### src/rtl/dmem_arbiter.sv
// dmem_arbiter: shares a single-port data memory between the MEM stage and a debug port,
// alternating grants under contention, range-checking addresses and counting accesses.
module dmem_arbiter #(
  parameter int DEPTH = 64,
  parameter int CNT_W = 16
) (
  input  logic             clk,
  input  logic             rst_n,
  input  logic             cpu_req,
  input  logic             cpu_we,
  input  logic [31:0]      cpu_addr,
  input  logic [31:0]      cpu_wdata,
  output logic             cpu_ack,
  output logic             cpu_err,
  output logic [31:0]      cpu_rdata,
  output logic             cpu_stall,
  input  logic             dbg_req,
  input  logic             dbg_we,
  input  logic [31:0]      dbg_addr,
  input  logic [31:0]      dbg_wdata,
  output logic             dbg_ack,
  output logic             dbg_err,
  output logic [31:0]      dbg_rdata,
  output logic             mem_rd,
  output logic             mem_wr,
  output logic [31:0]      mem_addr,
  output logic [31:0]      mem_wdata,
  input  logic [31:0]      mem_rdata,
  output logic [CNT_W-1:0] cpu_cnt,
  output logic [CNT_W-1:0] dbg_cnt
);
  typedef enum logic [1:0] {IDLE, G_CPU, G_DBG} state_t;
  state_t state, state_nx;
  logic own_cpu, own_dbg, go, we, inr;
  always_ff @(posedge clk) begin
    if (!rst_n) begin
      state   <= IDLE;
      cpu_cnt <= '0;
      dbg_cnt <= '0;
    end else begin
      state <= state_nx;
      if (cpu_ack && !cpu_err && !(&cpu_cnt)) cpu_cnt <= cpu_cnt + CNT_W'(1);
      if (dbg_ack && !dbg_err && !(&dbg_cnt)) dbg_cnt <= dbg_cnt + CNT_W'(1);
    end
  end
  // the current owner is excluded from the next grant, so contention alternates
  always_comb begin
    state_nx  = (state != G_CPU && cpu_req) ? G_CPU : (state != G_DBG && dbg_req) ? G_DBG : IDLE;
    own_cpu   = state == G_CPU;
    own_dbg   = state == G_DBG;
    mem_addr  = own_cpu ? cpu_addr : own_dbg ? dbg_addr : 32'h0;
    mem_wdata = own_cpu ? cpu_wdata : own_dbg ? dbg_wdata : 32'h0;
    we        = own_dbg ? dbg_we : cpu_we;
    inr       = mem_addr < 32'(DEPTH);
    go        = rst_n && ((own_cpu && cpu_req) || (own_dbg && dbg_req));
    mem_rd    = go && !we && inr;
    mem_wr    = go && we && inr;
    cpu_ack   = go && own_cpu;
    dbg_ack   = go && own_dbg;
    cpu_err   = cpu_ack && !inr;
    dbg_err   = dbg_ack && !inr;
    cpu_rdata = (cpu_ack && mem_rd) ? mem_rdata : 32'h0;
    dbg_rdata = (dbg_ack && mem_rd) ? mem_rdata : 32'h0;
    cpu_stall = cpu_req && !cpu_ack;
  end
endmodule

### config.mk
export PLATFORM = sky130hd
export DESIGN_NAME = dmem_arbiter
export DESIGN_NICKNAME = d
export VERILOG_FILES = /design/src/rtl/dmem_arbiter.sv
export SDC_FILE = /design/constraint.sdc
export NUM_CORES = 1
export LEC_CHECK = 0
export BUFFER_PORTS_ARGS = -buffer_cell sky130_fd_sc_hd__buf_4
export CORE_AREA = 3 3 127 129
export DETAILED_ROUTE_END_ITERATION = 7
export DIE_AREA = 0 0 130 132
export HOLD_SLACK_MARGIN = 0.15
export PLACE_DENSITY = 0.49
export SLEW_MARGIN = 20
export SYNTH_ARGS = -nofsm -noshare
export SYNTH_HDL_FRONTEND = slang
export SYNTH_SLANG_ARGS = --single-unit
export TNS_END_PERCENT = 30
### constraint.sdc
create_clock -name clk -period 2.4 [get_ports clk]
set_input_delay 0.12 -clock clk [delete_from_list [all_inputs] [get_ports clk]]
set_output_delay 0.12 -clock clk [all_outputs]
set_load 0.005 [all_outputs]
==> results of run 1 <==
[cell type report]
type / count / area share
Clock buffer: 5 / 0.0212
Multi-Input combinational cell: 309 / 0.362
Inverter: 7 / 0.00446
Timing Repair Buffer: 351 / 0.450
Clock inverter: 3 / 0.00680
Tap cell: 188 / 0.0399
Sequential cell: 34 / 0.116
[layer usage]
layer / share of wire / GRT usage
met1: 0.38 / 0.237
met2: 0.45 / 0.313
met3: 0.16 / 0.137
met4: 0.0041 / 0.0133
met5: 0 / 0
[logic make-up after synthesis]
group,Yosys count,synth area share
flops,34,0.233
simple gates,190,0.385
buf+inv,36,0.0514
compound gates,105,0.284
xor+xnor,7,0.0210
fa+ha+maj,2,0.00856
mux,5,0.0171
[placed cells by master (no fill, tap or decap), types with 2 or more instances in the layout]
master / n
a21oi_1: 11
a22o_1: 63
and2_1: 64
and3_1: 7
buf_4: 349
clkbuf_16: 5
clkinv_2: 2
dfxtp_1: 33
ha_1: 2
inv_1: 7
mux2i_1: 5
nand2_1: 19
nand2b_1: 4
nand3_1: 17
nand4_1: 12
nor2_1: 26
nor3_1: 3
nor4_1: 13
nor4_2: 6
nor4_4: 2
o211ai_1: 5
o21a_1: 2
o21ai_0: 7
o21bai_1: 4
o31ai_1: 8
or3_1: 6
or4_1: 6
xnor2_1: 3
xor2_1: 4
[registers in the layout, summed over array words and instances (netlist names)]
register / count
dbg_cnt: 16
cpu_cnt: 16
state: 2
[worst min-delay path by stage]
stage / end / slack [ps]
detailed placement: state[1] / 380
CTS: state[0] / 160
global route: state[0] / 170
finish: state[0] / 140
global placement: state[1] / 370
floorplan: state[1] / 250
[where the power goes]
group          internal, uW  switching [uW]  total, uW
Clock                   485             237        722
Combinational           341             251        592
Sequential              567            3.64        571
Total                  1390             491       1880
[timing repair]
action | 4_1_cts | 5_1_grt
setup endpoints to repair | 0 | 36
hold buffers | 1 | 0
buffers inserted | 0 | 0
endpoints found under the hold margin | 1 | 0
resized for setup | 0 | 4
[per-stage QoR]
step	total power, uW	cells	area [sq um]	utilization	worst slack [ps]
after global routing	1990	897	5890	0.389	13.3
after floorplan	736	379	2920	-	435
after CTS	1900	897	5870	0.388	5.20
final	1880	897	5890	0.389	154
after detailed placement	1170	888	5700	0.376	25.8
after global placement	1170	888	5700	0.376	49.7
==> impl_metrics.env, run 1 <==
export IMPL_status="finished, final reports clean"
export IMPL_start_kind="register"
export IMPL_die_y_um=132
export IMPL_finalCriticalPeriod_ps=2250
export IMPL_seq_area_sq_um=682
export IMPL_setup_viol=0
export IMPL_grt_usage=0.200
export IMPL_drv_slew=0
export IMPL_crit_type="reg2out"
export IMPL_crit_arrival_ps=2130
export IMPL_hold_class="in2reg"
export IMPL_synthArstFlopShare=0
export IMPL_fmax_mhz=445
export IMPL_drt_total_wl_um=18800
export IMPL_num_vias=4298
export IMPL_synth_ff_type="dfxtp_1"
export IMPL_root_buffer="clkbuf_16"
export IMPL_clk_latency_ps=270
export IMPL_numPortBuffers=332
export IMPL_crit_fanout=32
export IMPL_cp_required_ps=2280
export IMPL_max_stage_delay_ps=370
export IMPL_crit_cells=9
export IMPL_num_rows=45
export IMPL_rrSetupSlack_ps=270
export IMPL_reg2reg_depth=7
export IMPL_diodes=0
export IMPL_grt_pass1_wl_um=25800
export IMPL_dr_first_iter_drc_count=168
export IMPL_cp_endpoint="dbg_rdata[2]"
export IMPL_worstMarginPinSlew_ps=693
export IMPL_worstHoldStart="cpu_req"
export IMPL_yosys_top_cells_area="dfxtp_1 23%, a22o_1 19%, and2_1 14%, nor2_1 3.3%, clkbuf_1 3.1%"
export IMPL_gr_total_overflow=0
export IMPL_yosysUniqueCellTypes=40
export IMPL_cpMostUsedCell="buf_4"
export IMPL_clkTransAtPathRegs_ps=50
export IMPL_max_slew_margin=0.534
export IMPL_layout_drive_gt1_share=0.526
export IMPL_yosysWarnings=0
export IMPL_cts_buffer_depth=2
export IMPL_rr_startpoint="state[1]"
export IMPL_hold_depth=2
export IMPL_cpMaxStageDelayCell="dfxtp_2"
export IMPL_fin_skew_ps=4.22
export IMPL_synth_edff_count=0
export IMPL_period_share=0.936
export IMPL_synth_top_area_frac=0.233
export IMPL_area_growth_syn_to_layout_pct=102
export IMPL_critPathLaunch="state[0]"
export IMPL_start_util=0.193
export IMPL_crit_buf_inv=3
export IMPL_fillerInstances=1638
export IMPL_yosysMostFrequentCell="and2_1"
export IMPL_final_hold_viol_count=0
export IMPL_max_cap_violations=0
export IMPL_nets=876
export IMPL_tritoncts="done"
export IMPL_hold_ws_ps=143
export IMPL_place_congestion=0.903
export IMPL_ir_worst_vdd_v=0.000232
export IMPL_synth_avg_cell_area_sq_um=7.71
export IMPL_post_synth_inst_count=379
export IMPL_tns_ps=0
export IMPL_multi_input_area_sq_mm=0.00213
export IMPL_crit_path_end_kind="output port"
export IMPL_first_pass_iters=4
export IMPL_synth_top_area_cell="dfxtp_1"
export IMPL_ios=333
export IMPL_cts_sinks=34
export IMPL_syn_nets=547
export IMPL_core_area_sq_mm=0.0151
export IMPL_place_hpwl_um=15900
export IMPL_fp_dieW_um=130
export IMPL_via_per_inst=4.79
export IMPL_wire_per_inst_um=20.9
export IMPL_grt_max_degree=66
export IMPL_rsz0062_at_grt="false"
export IMPL_crit_family="simple AND/OR/NAND/NOR gates"
export IMPL_htreeDepth=2
export IMPL_crit_chain="or2b_2 -> a31oi_1 -> buf_4 -> nor2_1 -> o21ai_1 -> nor4_4 -> buf_12 -> and2_1 -> buf_4"
export IMPL_numCtsBuffers=5
export IMPL_netlist_area_sq_mm=0.00292
export IMPL_synthTopCellsByCount="64 x and2_1, 63 x a22o_1, 34 x dfxtp_1, 26 x nor2_1, 24 x clkbuf_1"
export IMPL_powerDensity_mw_per_mm2=320
export IMPL_total_leakage_power_uw=0.00288
export IMPL_antenna_found_initial=0
export IMPL_first_global_vias=4179
export IMPL_synth_seq_cells=34
export IMPL_ys_seq_area_frac=0.233
export IMPL_drc=0
export IMPL_rr_endpoint="cpu_cnt[13]"
export IMPL_fp_dieArea_sq_mm=0.0172
export IMPL_ant_nets=0
Power figures use the tool's default switching activity.
==> run 2: changes to the inputs <==
--- a/config.mk
+++ b/config.mk
@@ -7,10 +7,12 @@
 export LEC_CHECK = 0
 export BUFFER_PORTS_ARGS = -buffer_cell sky130_fd_sc_hd__buf_4
 export CORE_AREA = 3 3 127 129
+export CTS_BUF_LIST = sky130_fd_sc_hd__clkbuf_4 sky130_fd_sc_hd__clkbuf_8
 export DETAILED_ROUTE_END_ITERATION = 7
 export DIE_AREA = 0 0 130 132
 export HOLD_SLACK_MARGIN = 0.15
 export PLACE_DENSITY = 0.49
+export REMOVE_ABC_BUFFERS = 1
 export SLEW_MARGIN = 20
 export SYNTH_ARGS = -nofsm -noshare
 export SYNTH_HDL_FRONTEND = slang
==> impl_metrics.env, run 2 (same netlist as run 1, synthesis figures left out) <==
export IMPL_reg_largest_list="cpu_cnt (16), dbg_cnt (16), state (2)"
export IMPL_wire_per_inst_um=19.7
export IMPL_ant_nets=0
export IMPL_max_slew_margin=0.499
export IMPL_numCtsBuffers=5
export IMPL_drt_total_wl_um=18000
export IMPL_numPortBuffers=332
export IMPL_via_per_inst=4.83
export IMPL_crit_chain="buf_4 -> or4_4 -> nor4_4 -> buf_4 -> o21ai_4 -> nor4_4 -> buf_6 -> clkbuf_16 -> and2_4 -> buf_4"
export IMPL_crit_fanout=8
export IMPL_crit_path_end_kind="output port"
export IMPL_tritoncts="done"
export IMPL_first_global_vias=4426
export IMPL_crit_type="in2out"
export IMPL_start_kind="primary input"
export IMPL_fin_skew_ps=6.10
export IMPL_layout_drive_gt1_share=0.563
export IMPL_crit_family="simple AND/OR/NAND/NOR gates"
export IMPL_crit_arrival_ps=2190
export IMPL_clkTransAtPathRegs_ps=70
export IMPL_drc=0
export IMPL_drv_slew=0
export IMPL_finalCriticalPeriod_ps=2310
export IMPL_hold_class="reg2reg"
export IMPL_num_rows=45
export IMPL_ios=333
export IMPL_diodes=0
export IMPL_cts_buffer_depth=2
export IMPL_powerDensity_mw_per_mm2=265
export IMPL_fp_dieW_um=130
export IMPL_grt_usage=0.187
export IMPL_place_hpwl_um=14700
export IMPL_period_share=0.962
export IMPL_cts_sinks=34
export IMPL_mostFrequentLayoutCells="347 x buf_4, 63 x a22o_1, 48 x and2_1"
export IMPL_ir_worst_vdd_v=0.000170
export IMPL_clk_latency_ps=290
export IMPL_first_pass_iters=5
export IMPL_dr_first_iter_drc_count=259
export IMPL_place_ws_ps=6.84
export IMPL_root_buffer="clkbuf_8"
export IMPL_cp_required_ps=2280
export IMPL_num_vias=4415
export IMPL_fp_dieArea_sq_mm=0.0172
export IMPL_max_cap_violations=0
export IMPL_fmax_mhz=433
export IMPL_grt_max_degree=66
export IMPL_place_congestion=0.819
export IMPL_final_hold_viol_count=0
export IMPL_worstMarginPinSlew_ps=751
export IMPL_htreeDepth=2
export IMPL_mostFrequentLayoutCell="buf_4"
export IMPL_layout_setup_ws_ps=90.7
export IMPL_die_y_um=132
export IMPL_status="finished, final reports clean"
export IMPL_setup_viol=0
export IMPL_cpMaxStageDelayCell="or4_4"
export IMPL_cpMostUsedCell="buf_4"
export IMPL_finalPower_uw=1630
export IMPL_grt_pass1_wl_um=25000
export IMPL_total_leakage_power_uw=0.00299
export IMPL_antenna_found_initial=2
export IMPL_start_util=0.193
export IMPL_gr_total_overflow=0
export IMPL_crit_buf_inv=5
export IMPL_max_stage_delay_ps=530
export IMPL_nets=894
export IMPL_core_area_sq_mm=0.0151
export IMPL_area_growth_syn_to_layout_pct=110
run 2: changes by cell type in the layout (fill, tap and decap cells not counted), sizes merged:
cell / before / now
buf: 350 / 362
clkinv: 2 / 1
dlygate4sd3: 1 / 5
clkbuf: 5 / 9
bufinv: 1 / 0
run 2: area by class of cell:
cell class	count	area, sq um
Fill cell	1572	9000
Timing Repair Buffer	369	2880
Multi-Input combinational cell	309	2220
Sequential cell	34	686
Tap cell	188	235
Clock buffer	7	90.1
Inverter	7	26.3
Clock inverter	1	5.00
run 2: metrics by stage:
step	cells	cell area, sq um	hold WS, ps	TNS [ps]	utilization
2_1_floorplan	350	2800	238	-176330	-
3_3_place_gp	895	5750	372	0	0.380
3_5_place_dp	895	5750	389	0	0.380
4_1_cts	910	5940	365	0	0.392
5_1_grt	915	6140	517	-54.3	0.406
6_report	915	6140	491	0	0.406
run 2: worst min-delay path: stages, from the launching register on:
cell and delay [ps]:
dfxtp_1 330, nand2_1 60, mux2i_1 50
run 2: worst paths after layout:
kind	cells after the start	slack, ps	to	startpoint
worst max-delay path	10	90	dbg_rdata[12]	dbg_addr[26]
worst min-delay path	2	490	dbg_cnt[15]	dbg_cnt[15]
worst max register to register	8	370	cpu_cnt[15]	state[0]
worst min register to register	2	490	dbg_cnt[15]	dbg_cnt[15]
run 2: power by group:
| part | switching (uW) | leakage, uW | internal, uW |
|---|---|---|---|
| Sequential | 3.33 | 0.000275 | 566 |
| Combinational | 243 | 0.00266 | 358 |
| Clock | 216 | 0.0000517 | 243 |
| Total | 462 | 0.00299 | 1170 |
run 2: metal layers:
metal  vias up  track usage  wire length, um
met5         -            0               21
met1      2034        0.204             6490
met2       249        0.341             9200
li1       2106            -                -
met4         4       0.0497              357
met3        22       0.0628             1980
run 2: what timing repair did:
action / in CTS / in global routing
resized for setup: 5 / 39
buffers inserted: 2 / 3
endpoints found under the setup margin: 68 / 36
hold endpoints to repair: 3 / 0
pin swaps: 0 / 15
hold buffers: 5 / 0
cloned: 0 / 3
